[config.mk]
export PLATFORM = sky130hd
export DESIGN_NAME = serial_xor_decryptor_flat
export DESIGN_NICKNAME = d
export VERILOG_FILES = /design/src/rtl/serial_xor_decryptor_if.sv /design/src/rtl/serial_xor_decryptor.sv /design/src/flat_wrapper.sv
export SDC_FILE = /design/constraint.sdc
export NUM_CORES = 1
export LEC_CHECK = 0
export ABC_AREA = 1
export CORE_UTILIZATION = 50
export CTS_BUF_LIST = sky130_fd_sc_hd__clkbuf_8
export CTS_CLUSTER_SIZE = 20
export DETAILED_ROUTE_END_ITERATION = 8
export PLACE_DENSITY = 0.69
export SYNTH_ARGS = -nofsm -noshare
export SYNTH_HDL_FRONTEND = slang
export SYNTH_SLANG_ARGS = --single-unit
[constraint.sdc]
create_clock -name clk -period 3.3 [get_ports clk]
set_input_delay 0.66 -clock clk [delete_from_list [all_inputs] [get_ports clk]]
set_output_delay 0.66 -clock clk [all_outputs]
set_load 0.01 [all_outputs]
[src/rtl/serial_xor_decryptor_if.sv]
// Handshake bundle for the serial XOR decryptor: key/ciphertext serial inputs
// and the plaintext byte valid/ready output with status flags.
interface serial_xor_decryptor_if;
    logic       key_load_en;
    logic       key_bit;
    logic       ct_valid;
    logic       ct_bit;
    logic [7:0] pt_byte;
    logic       pt_valid;
    logic       pt_ready;
    logic       msg_done;
    logic       busy;
    logic       overflow;

    modport master (
        output key_load_en, key_bit, ct_valid, ct_bit, pt_ready,
        input  pt_byte, pt_valid, msg_done, busy, overflow
    );

    modport slave (
        input  key_load_en, key_bit, ct_valid, ct_bit, pt_ready,
        output pt_byte, pt_valid, msg_done, busy, overflow
    );
endinterface

[src/rtl/serial_xor_decryptor.sv]
// Deserializes an MSB-first ciphertext stream into bytes, XORs each with a
// serially loaded key and queues the plaintext in a small valid/ready FIFO.
module serial_xor_decryptor #(
    parameter int MSG_SIZE   = 128,
    parameter int KEY_SIZE   = 8,
    parameter int FIFO_DEPTH = 4
) (
    input  logic                   clk,
    input  logic                   rst,
    serial_xor_decryptor_if.slave  bus
);
    localparam int NUM_BYTES  = MSG_SIZE / 8;
    localparam int BYTE_CNT_W = $clog2(NUM_BYTES) + 1;
    localparam int PTR_W      = $clog2(FIFO_DEPTH);
    localparam int PTR_FW     = PTR_W + 1;

    typedef enum logic [1:0] {
        IDLE,
        KEY,
        RECV
    } state_e;

    state_e                 state_q, state_d;
    logic [KEY_SIZE-1:0]    key_q, key_d;
    logic [6:0]             shreg_q, shreg_d;
    logic [2:0]             bit_cnt_q, bit_cnt_d;
    logic [BYTE_CNT_W-1:0]  byte_cnt_q, byte_cnt_d;
    logic                   msg_done_q, msg_done_d;
    logic                   overflow_q, overflow_d;
    logic [7:0]             mem_q [FIFO_DEPTH];
    logic [7:0]             mem_d [FIFO_DEPTH];
    logic [PTR_W:0]         wr_ptr_q, wr_ptr_d;
    logic [PTR_W:0]         rd_ptr_q, rd_ptr_d;

    logic       sample;
    logic       push;
    logic [7:0] push_byte;
    logic       pop;
    logic       full;
    logic       empty;
    logic       write_en;

    always_comb begin
        state_d    = state_q;
        key_d      = key_q;
        shreg_d    = shreg_q;
        bit_cnt_d  = bit_cnt_q;
        byte_cnt_d = byte_cnt_q;
        msg_done_d = 1'b0;
        sample     = 1'b0;
        push       = 1'b0;
        push_byte  = 8'h00;

        // Key shifting wins over a ciphertext bit while not receiving.
        case (state_q)
            IDLE: begin
                if (bus.key_load_en) begin
                    key_d   = {key_q[KEY_SIZE-2:0], bus.key_bit};
                    state_d = KEY;
                end else if (bus.ct_valid) begin
                    sample  = 1'b1;
                    state_d = RECV;
                end
            end
            KEY: begin
                if (bus.key_load_en) begin
                    key_d = {key_q[KEY_SIZE-2:0], bus.key_bit};
                end else begin
                    state_d = IDLE;
                end
            end
            RECV: begin
                sample = bus.ct_valid;
            end
            default: state_d = IDLE;
        endcase

        if (sample) begin
            shreg_d   = {shreg_q[5:0], bus.ct_bit};
            bit_cnt_d = bit_cnt_q + 3'd1;
            if (bit_cnt_q == 3'd7) begin
                push      = 1'b1;
                push_byte = {shreg_q, bus.ct_bit} ^ key_q;
                if (byte_cnt_q == BYTE_CNT_W'(NUM_BYTES - 1)) begin
                    msg_done_d = 1'b1;
                    byte_cnt_d = '0;
                    bit_cnt_d  = 3'd0;
                    state_d    = IDLE;
                end else begin
                    byte_cnt_d = byte_cnt_q + BYTE_CNT_W'(1);
                end
            end
        end
    end

    // A push into a full FIFO still lands if the head leaves in the same cycle.
    always_comb begin
        empty      = (wr_ptr_q == rd_ptr_q);
        full       = (wr_ptr_q[PTR_W] != rd_ptr_q[PTR_W]) &&
                     (wr_ptr_q[PTR_W-1:0] == rd_ptr_q[PTR_W-1:0]);
        pop        = !empty && bus.pt_ready;
        write_en   = push && (!full || pop);
        overflow_d = overflow_q | (push && full && !pop);
        mem_d      = mem_q;
        if (write_en) begin
            mem_d[wr_ptr_q[PTR_W-1:0]] = push_byte;
        end
        wr_ptr_d = wr_ptr_q + PTR_FW'(write_en);
        rd_ptr_d = rd_ptr_q + PTR_FW'(pop);
    end

    always_ff @(posedge clk) begin
        if (rst) begin
            state_q    <= IDLE;
            key_q      <= '0;
            shreg_q    <= '0;
            bit_cnt_q  <= '0;
            byte_cnt_q <= '0;
            msg_done_q <= 1'b0;
            overflow_q <= 1'b0;
            mem_q      <= '{default: '0};
            wr_ptr_q   <= '0;
            rd_ptr_q   <= '0;
        end else begin
            state_q    <= state_d;
            key_q      <= key_d;
            shreg_q    <= shreg_d;
            bit_cnt_q  <= bit_cnt_d;
            byte_cnt_q <= byte_cnt_d;
            msg_done_q <= msg_done_d;
            overflow_q <= overflow_d;
            mem_q      <= mem_d;
            wr_ptr_q   <= wr_ptr_d;
            rd_ptr_q   <= rd_ptr_d;
        end
    end

    assign bus.pt_byte  = mem_q[rd_ptr_q[PTR_W-1:0]];
    assign bus.pt_valid = !empty;
    assign bus.msg_done = msg_done_q;
    assign bus.busy     = (state_q == RECV);
    assign bus.overflow = overflow_q;
endmodule

[src/flat_wrapper.sv]
// flat-port wrapper written by rule: the top's interface ports become plain ports
module serial_xor_decryptor_flat 
#(
    parameter int MSG_SIZE   = 128,
    parameter int KEY_SIZE   = 8,
    parameter int FIFO_DEPTH = 4
)
  (clk, rst, bus_key_load_en, bus_key_bit, bus_ct_valid, bus_ct_bit, bus_pt_ready, bus_pt_byte, bus_pt_valid, bus_msg_done, bus_busy, bus_overflow);
  serial_xor_decryptor_if bus_i ();
  input  logic clk;
  input  logic rst;
  input wire logic [$bits(bus_i.key_load_en)-1:0] bus_key_load_en;
  input wire logic [$bits(bus_i.key_bit)-1:0] bus_key_bit;
  input wire logic [$bits(bus_i.ct_valid)-1:0] bus_ct_valid;
  input wire logic [$bits(bus_i.ct_bit)-1:0] bus_ct_bit;
  input wire logic [$bits(bus_i.pt_ready)-1:0] bus_pt_ready;
  output wire logic [$bits(bus_i.pt_byte)-1:0] bus_pt_byte;
  output wire logic [$bits(bus_i.pt_valid)-1:0] bus_pt_valid;
  output wire logic [$bits(bus_i.msg_done)-1:0] bus_msg_done;
  output wire logic [$bits(bus_i.busy)-1:0] bus_busy;
  output wire logic [$bits(bus_i.overflow)-1:0] bus_overflow;
  assign bus_i.key_load_en = bus_key_load_en;
  assign bus_i.key_bit = bus_key_bit;
  assign bus_i.ct_valid = bus_ct_valid;
  assign bus_i.ct_bit = bus_ct_bit;
  assign bus_i.pt_ready = bus_pt_ready;
  assign bus_pt_byte = bus_i.pt_byte;
  assign bus_pt_valid = bus_i.pt_valid;
  assign bus_msg_done = bus_i.msg_done;
  assign bus_busy = bus_i.busy;
  assign bus_overflow = bus_i.overflow;
  serial_xor_decryptor #(.MSG_SIZE(MSG_SIZE), .KEY_SIZE(KEY_SIZE), .FIFO_DEPTH(FIFO_DEPTH)) u_core (.clk(clk), .rst(rst), .bus(bus_i));
endmodule
# After elaboration in Yosys (flattened, before gate mapping)
# Cells that the tools add are included.
# word_totals
ff_bits	65
in_bits	7
out_inout_bits	12
word_cells	72
# classes
addsub	4
magnitude_cmp	3
eq_ne	7
muxes	24
bitwise	6
n_reduce_logical	15
# op_table
op	n
8-bit two-way mux	5
32-bit bitwise mux	1
8-bit binary-select mux with 2-bit select	1
8-bit demux with 2-bit select	1
2-bit two-way mux	6
8-bit XOR	1
3-bit by 1-bit adder with 3-bit output	2
3-bit greater-or-equal comparator (second input constant)	2
1-bit logical AND	6
3-bit two-way mux	2
2-bit NOT with 3-bit output	2
2-bit one-hot mux with 3 select lines	1
5-bit by 1-bit adder with 5-bit output (second input constant)	1
5-bit by 4-bit == test with 1-bit output (second input constant)	1
1-bit two-way mux	5
5-bit two-way mux	1
2-bit AND reduction	2
3-bit by 1-bit adder with 3-bit output (second input constant)	1
3-bit == test	1
3-bit == test (second input constant)	1
1-bit logical NOT	3
3-bit by 1-bit less-than comparator with 1-bit output (second input constant)	1
3-bit OR reduction	1
2-bit by 1-bit == test with 1-bit output (second input constant)	1
9 further kinds	10

# Logic depth before layout (Yosys ltp)
# depth
ltp_word	7
mapped_depth	12
ltp_nobuf	11

# Least setup slack after synthesis
# No wires, ideal clock.
# synth_path
path_type	input to register
start	input port bus_ct_valid
end	register u_core.wr_ptr_q[2]
setup_time_ns	0.128
arrival_time_ns	1.738
required_time_ns	3.172
setup_slack_ns	1.435
path_stages	10
n_path_buf	0
path_cell_list	inv_1 > nor2_1 > nand2_1 > nor2_4 > inv_1 > a21oi_1 > ha_1 > ha_1 > xnor2_1 > nor2_1
# synth_via
elab_chain_cells	6
# synth_lines
element	line	rtl
from (decl)	flat_wrapper.sv:14	input wire logic [$bits(bus_i.ct_valid)-1:0] bus_ct_valid;
1-bit two-way mux	serial_xor_decryptor.sv:60	end else if (bus.ct_valid) begin
1-bit two-way mux	serial_xor_decryptor.sv:57	if (bus.key_load_en) begin
1-bit one-hot mux with 2 select lines *	serial_xor_decryptor.sv:55	case (state_q)
1-bit two-way mux *	serial_xor_decryptor.sv:78	if (sample) begin
1-bit logical AND *	serial_xor_decryptor.sv:102	write_en = push && (!full || pop);
3-bit by 1-bit adder with 3-bit output *	serial_xor_decryptor.sv:108	wr_ptr_d = wr_ptr_q + PTR_FW'(write_en);
to (signal assigned)	serial_xor_decryptor.sv:133	wr_ptr_q <= wr_ptr_d;
to (decl)	serial_xor_decryptor.sv:32	logic [PTR_W:0] wr_ptr_q, wr_ptr_d;
# Every way passes the cells marked *; elsewhere a longest branch is shown, timed or not.
# A chain may end at the register's enable or synchronous reset.

# Worst setup path after layout
# layout_path
start	register u_core.rd_ptr_q[0]
end	output port bus_pt_byte[6]
# layout_via
elab_chain_cells	4
# layout_lines
element	line	rtl
from (decl)	serial_xor_decryptor.sv:33	logic [PTR_W:0] rd_ptr_q, rd_ptr_d;
from (signal assigned)	serial_xor_decryptor.sv:134	rd_ptr_q <= rd_ptr_d;
2-bit NOT with 3-bit output (not written as such)	serial_xor_decryptor.sv:138	assign bus.pt_byte = mem_q[rd_ptr_q[PTR_W-1:0]];
8-bit binary-select mux with 2-bit select	serial_xor_decryptor.sv:138	
8-bit two-way mux (not written as such) (2 in a row)	serial_xor_decryptor.sv:138	
to (decl)	flat_wrapper.sv:17	output wire logic [$bits(bus_i.pt_byte)-1:0] bus_pt_byte;
# No other way between the ends. The select of a mux whose other input is x is not followed.

==> impl_metrics.py <==
metrics = {
    "clock_tree": {
        "cts_sinks": 65,
        "cts_tree": "built",
        "cts_buffers": 9,
        "clock-root-buffer": "clkbuf_8",
        "cts_setup_buffers": 0,
        "htree_levels": 3,
        "clock_latency_ns": 0.34,
        "clock_path_buffers": 2,
        "cts_resized": 0,
        "holdBufCountCts": 0,
        "clk_pin_slew_worst_paths_ns": 0.07,
    },
    "yosys": {
        "synth-simple-area-share": 0.306,
        "synth_cell_types": 24,
        "synth_area_leaders": "dfxtp_1 (40%), nand2_1 (11%), nor2_1 (10%), inv_1 (9.5%), nand4_1 (6.2%)",
        "synth_seq_cells": 65,
        "netlist.area_leader.share": 0.405,
        "netlist_instances": 471,
        "synthXorXnorAreaFrac": 0.0327,
        "syn_avg_cell_area_um2": 6.83,
        "synthMuxAreaShare": 0,
        "yosys_warnings": 0,
        "synth_area_mm2": 0.00322,
        "yosysTopAreaCell": "dfxtp_1",
        "synth_fa_ha_area_frac": 0.0272,
        "synth-compound-area-share": 0.0883,
        "synth_top_family_by_area": "simple AND/OR/NAND/NOR gates",
        "syn_nets": 485,
        "synth_seq_area_share": 0.405,
    },
    "outcome": {
        "outcome": "completed",
    },
    "layout": {
        "fin_area_mm2": 0.00362,
        "seqCellArea_mm2": 0.00130,
        "drive_gt1_frac": 0.0593,
        "utilization": 0.597,
        "n_antenna_cell": 0,
        "area_growth_pct": 12.6,
        "fillCellCount": 571,
        "multi_input_area_mm2": 0.00146,
        "fin_nets": 498,
    },
    "power": {
        "combPwrFrac": 0.063,
        "switching_share": 0.223,
        "internal-power_mw": 1.30,
        "powerDensity_mw_per_mm2": 463,
        "p_leak_nw": 1.59,
        "p_total_mw": 1.67,
        "p_clk_frac": 0.448,
        "vdd_ir_drop_max_mv": 0.327,
        "power.switching_mw": 0.374,
        "seq_power_share": 0.489,
    },
    "timing": {
        "finalCritPeriodShare": 0.832,
        "final-setup-viol-count": 0,
        "drv_slew": 0,
        "rsz0062_at_grt": "no",
        "finalHoldViolations": 0,
        "fin_setup_tns_ns": 0,
        "max_slew_margin": 0.568,
        "worstMarginPinSlew_ns": 0.646,
        "fmax_mhz": 364,
        "clock_skew_ns": 0.00727,
        "period_minus_slack_ns": 2.75,
    },
    "placed_design": {
        "dp_hpwl_mm": 4.39,
        "port_buffers": 18,
        "gp_congestion": 0.759,
        "place_area_mm2": 0.00340,
    },
    "detailed_routing": {
        "viasPerCell": 4.78,
        "first_iter_violations": 208,
        "wire_per_inst_um": 11.5,
        "routed-via-count": 2697,
        "route.detailed.drc": 0,
        "firstDrtPassIters": 4,
        "drt-total-wl_mm": 6.51,
        "antenna_left": 0,
    },
    "global_route": {
        "grt_pass1_vias": 2445,
        "grt_pass1_wl_mm": 11.3,
        "track_usage": 0.222,
        "antenna_found_initial": 0,
        "grt_max_degree": 51,
        "overflow": 0,
    },
    "setup_path": {
        "crit_arrival_ns": 2.09,
        "cp-start-kind": "register",
        "path_max_fanout": 25,
        "cp-end-kind": "output port",
        "required_ns": 2.64,
        "critPathKind": "reg2out",
    },
    "floorplan": {
        "coreArea_mm2": 0.00606,
        "initial_core_util": 0.531,
        "num_rows": 28,
        "ioPinCount": 19,
        "die_w_um": 82.2,
        "die_h_um": 82.2,
        "die_area_mm2": 0.00676,
    },
    "hold_path": {
        "min_path_type": "reg2reg",
    },
    "run": {
        "cap_violations": 0,
    },
}
worst paths after layout:
check | from | to | slack (ns) | depth (start not counted)
worst min register to register | u_core.byte_cnt_q[4]$_SDFFE_PP0N_ | u_core.byte_cnt_q[4]$_SDFFE_PP0N_ | 0.46 | 2
worst max register to register | u_core.rd_ptr_q[0]$_SDFF_PP0_ | u_core.mem_q[11]$_SDFFE_PP0P_ | 1.32 | 10
worst max-delay path | u_core.rd_ptr_q[0]$_SDFF_PP0_ | bus_pt_byte[6] | 0.55 | 6
worst min-delay path | u_core.byte_cnt_q[4]$_SDFFE_PP0N_ | u_core.byte_cnt_q[4]$_SDFFE_PP0N_ | 0.46 | 2
cell type report:
cell class              count  share of cell area
multi-input cells         300               0.403
clock inverters             5              0.0197
flip-flops and latches     65               0.359
repair buffers             21              0.0595
inverters                  87              0.0902
well taps                  75              0.0259
clock buffers              11              0.0418
through the flow:
stage / hold WS, ns / instances / setup WS [ns]
finish: 0.465 / 564 / 0.555
global route: 0.493 / 564 / 0.388
CTS: 0.464 / 564 / 0.540
detailed placement: 0.455 / 548 / 0.554
global placement: 0.449 / 548 / 0.642
floorplan: 0.439 / 471 / 1.43
sequential cells by signal (all words and copies together) (netlist names):
signal and flops:
u_core.shreg_q 7, u_core.byte_cnt_q 5, u_core.bus.overflow 1, u_core.wr_ptr_q 3
u_core.key_q 8, u_core.bit_cnt_q 3, u_core.state_q 2, u_core.rd_ptr_q 3
u_core.mem_q 32, u_core.bus.msg_done 1
layout by cell type (no fill, tap or decap), drive strengths merged:
cell type	instances
nand2	94
nor2	91
inv	87
dfxtp	65
nand4	32
a21oi	28
o21ai	26
clkdlybuf4s50	18
clkbuf	11
xnor2	10
ha	7
nand3	6
clkinv	3
buf	3
xor2	2
bufinv	2
or2	1
o21a	1
nor3	1
o22ai	1
cells in the mapped netlist (all sizes together):
cell / count
xnor2: 10
clkinv: 3
clkbuf: 11
inv: 84
o21ai: 26
nor2: 91
nor3: 1
a21oi: 28
buf: 8
dfxtp: 65
o22ai: 1
nand3: 6
xor2: 2
o21a: 1
nand4: 32
or2: 1
ha: 7
nand2: 94
power groups by stage:
stage,Clock [mW],Combinational [mW],Sequential [mW]
finish,0.750,0.106,0.819
global route,0.804,0.121,0.821
CTS,0.767,0.106,0.819
detailed placement,0,0.106,0.837
global placement,0,0.103,0.836
floorplan,0,0.0763,0.833
cells by family after synthesis:
group / count (synthesis)
and+or+nand+nor: 225
adders and majority gates: 7
AOI/OAI and AO/OA: 56
buffers and inverters: 106
xor gates and xnor gates: 12
DFF: 65
worst max-delay path: stages (launching register included):
cell and delay, ns:
dfxtp_1 0.31, buf_4 0.18, inv_2 0.19, o21ai_0 0.27
a21oi_1 0.08, a21oi_1 0.15, clkdlybuf4s50_1 0.55
per-layer routing:
metal  up-vias  GRT usage  share of wire
met4         0     0.0807          0.011
met2        33      0.350           0.45
met5         -          0              0
met3         6     0.0571          0.028
li1       1480          -              -
met1      1178      0.292           0.51
Power figures use the tool's default switching activity.
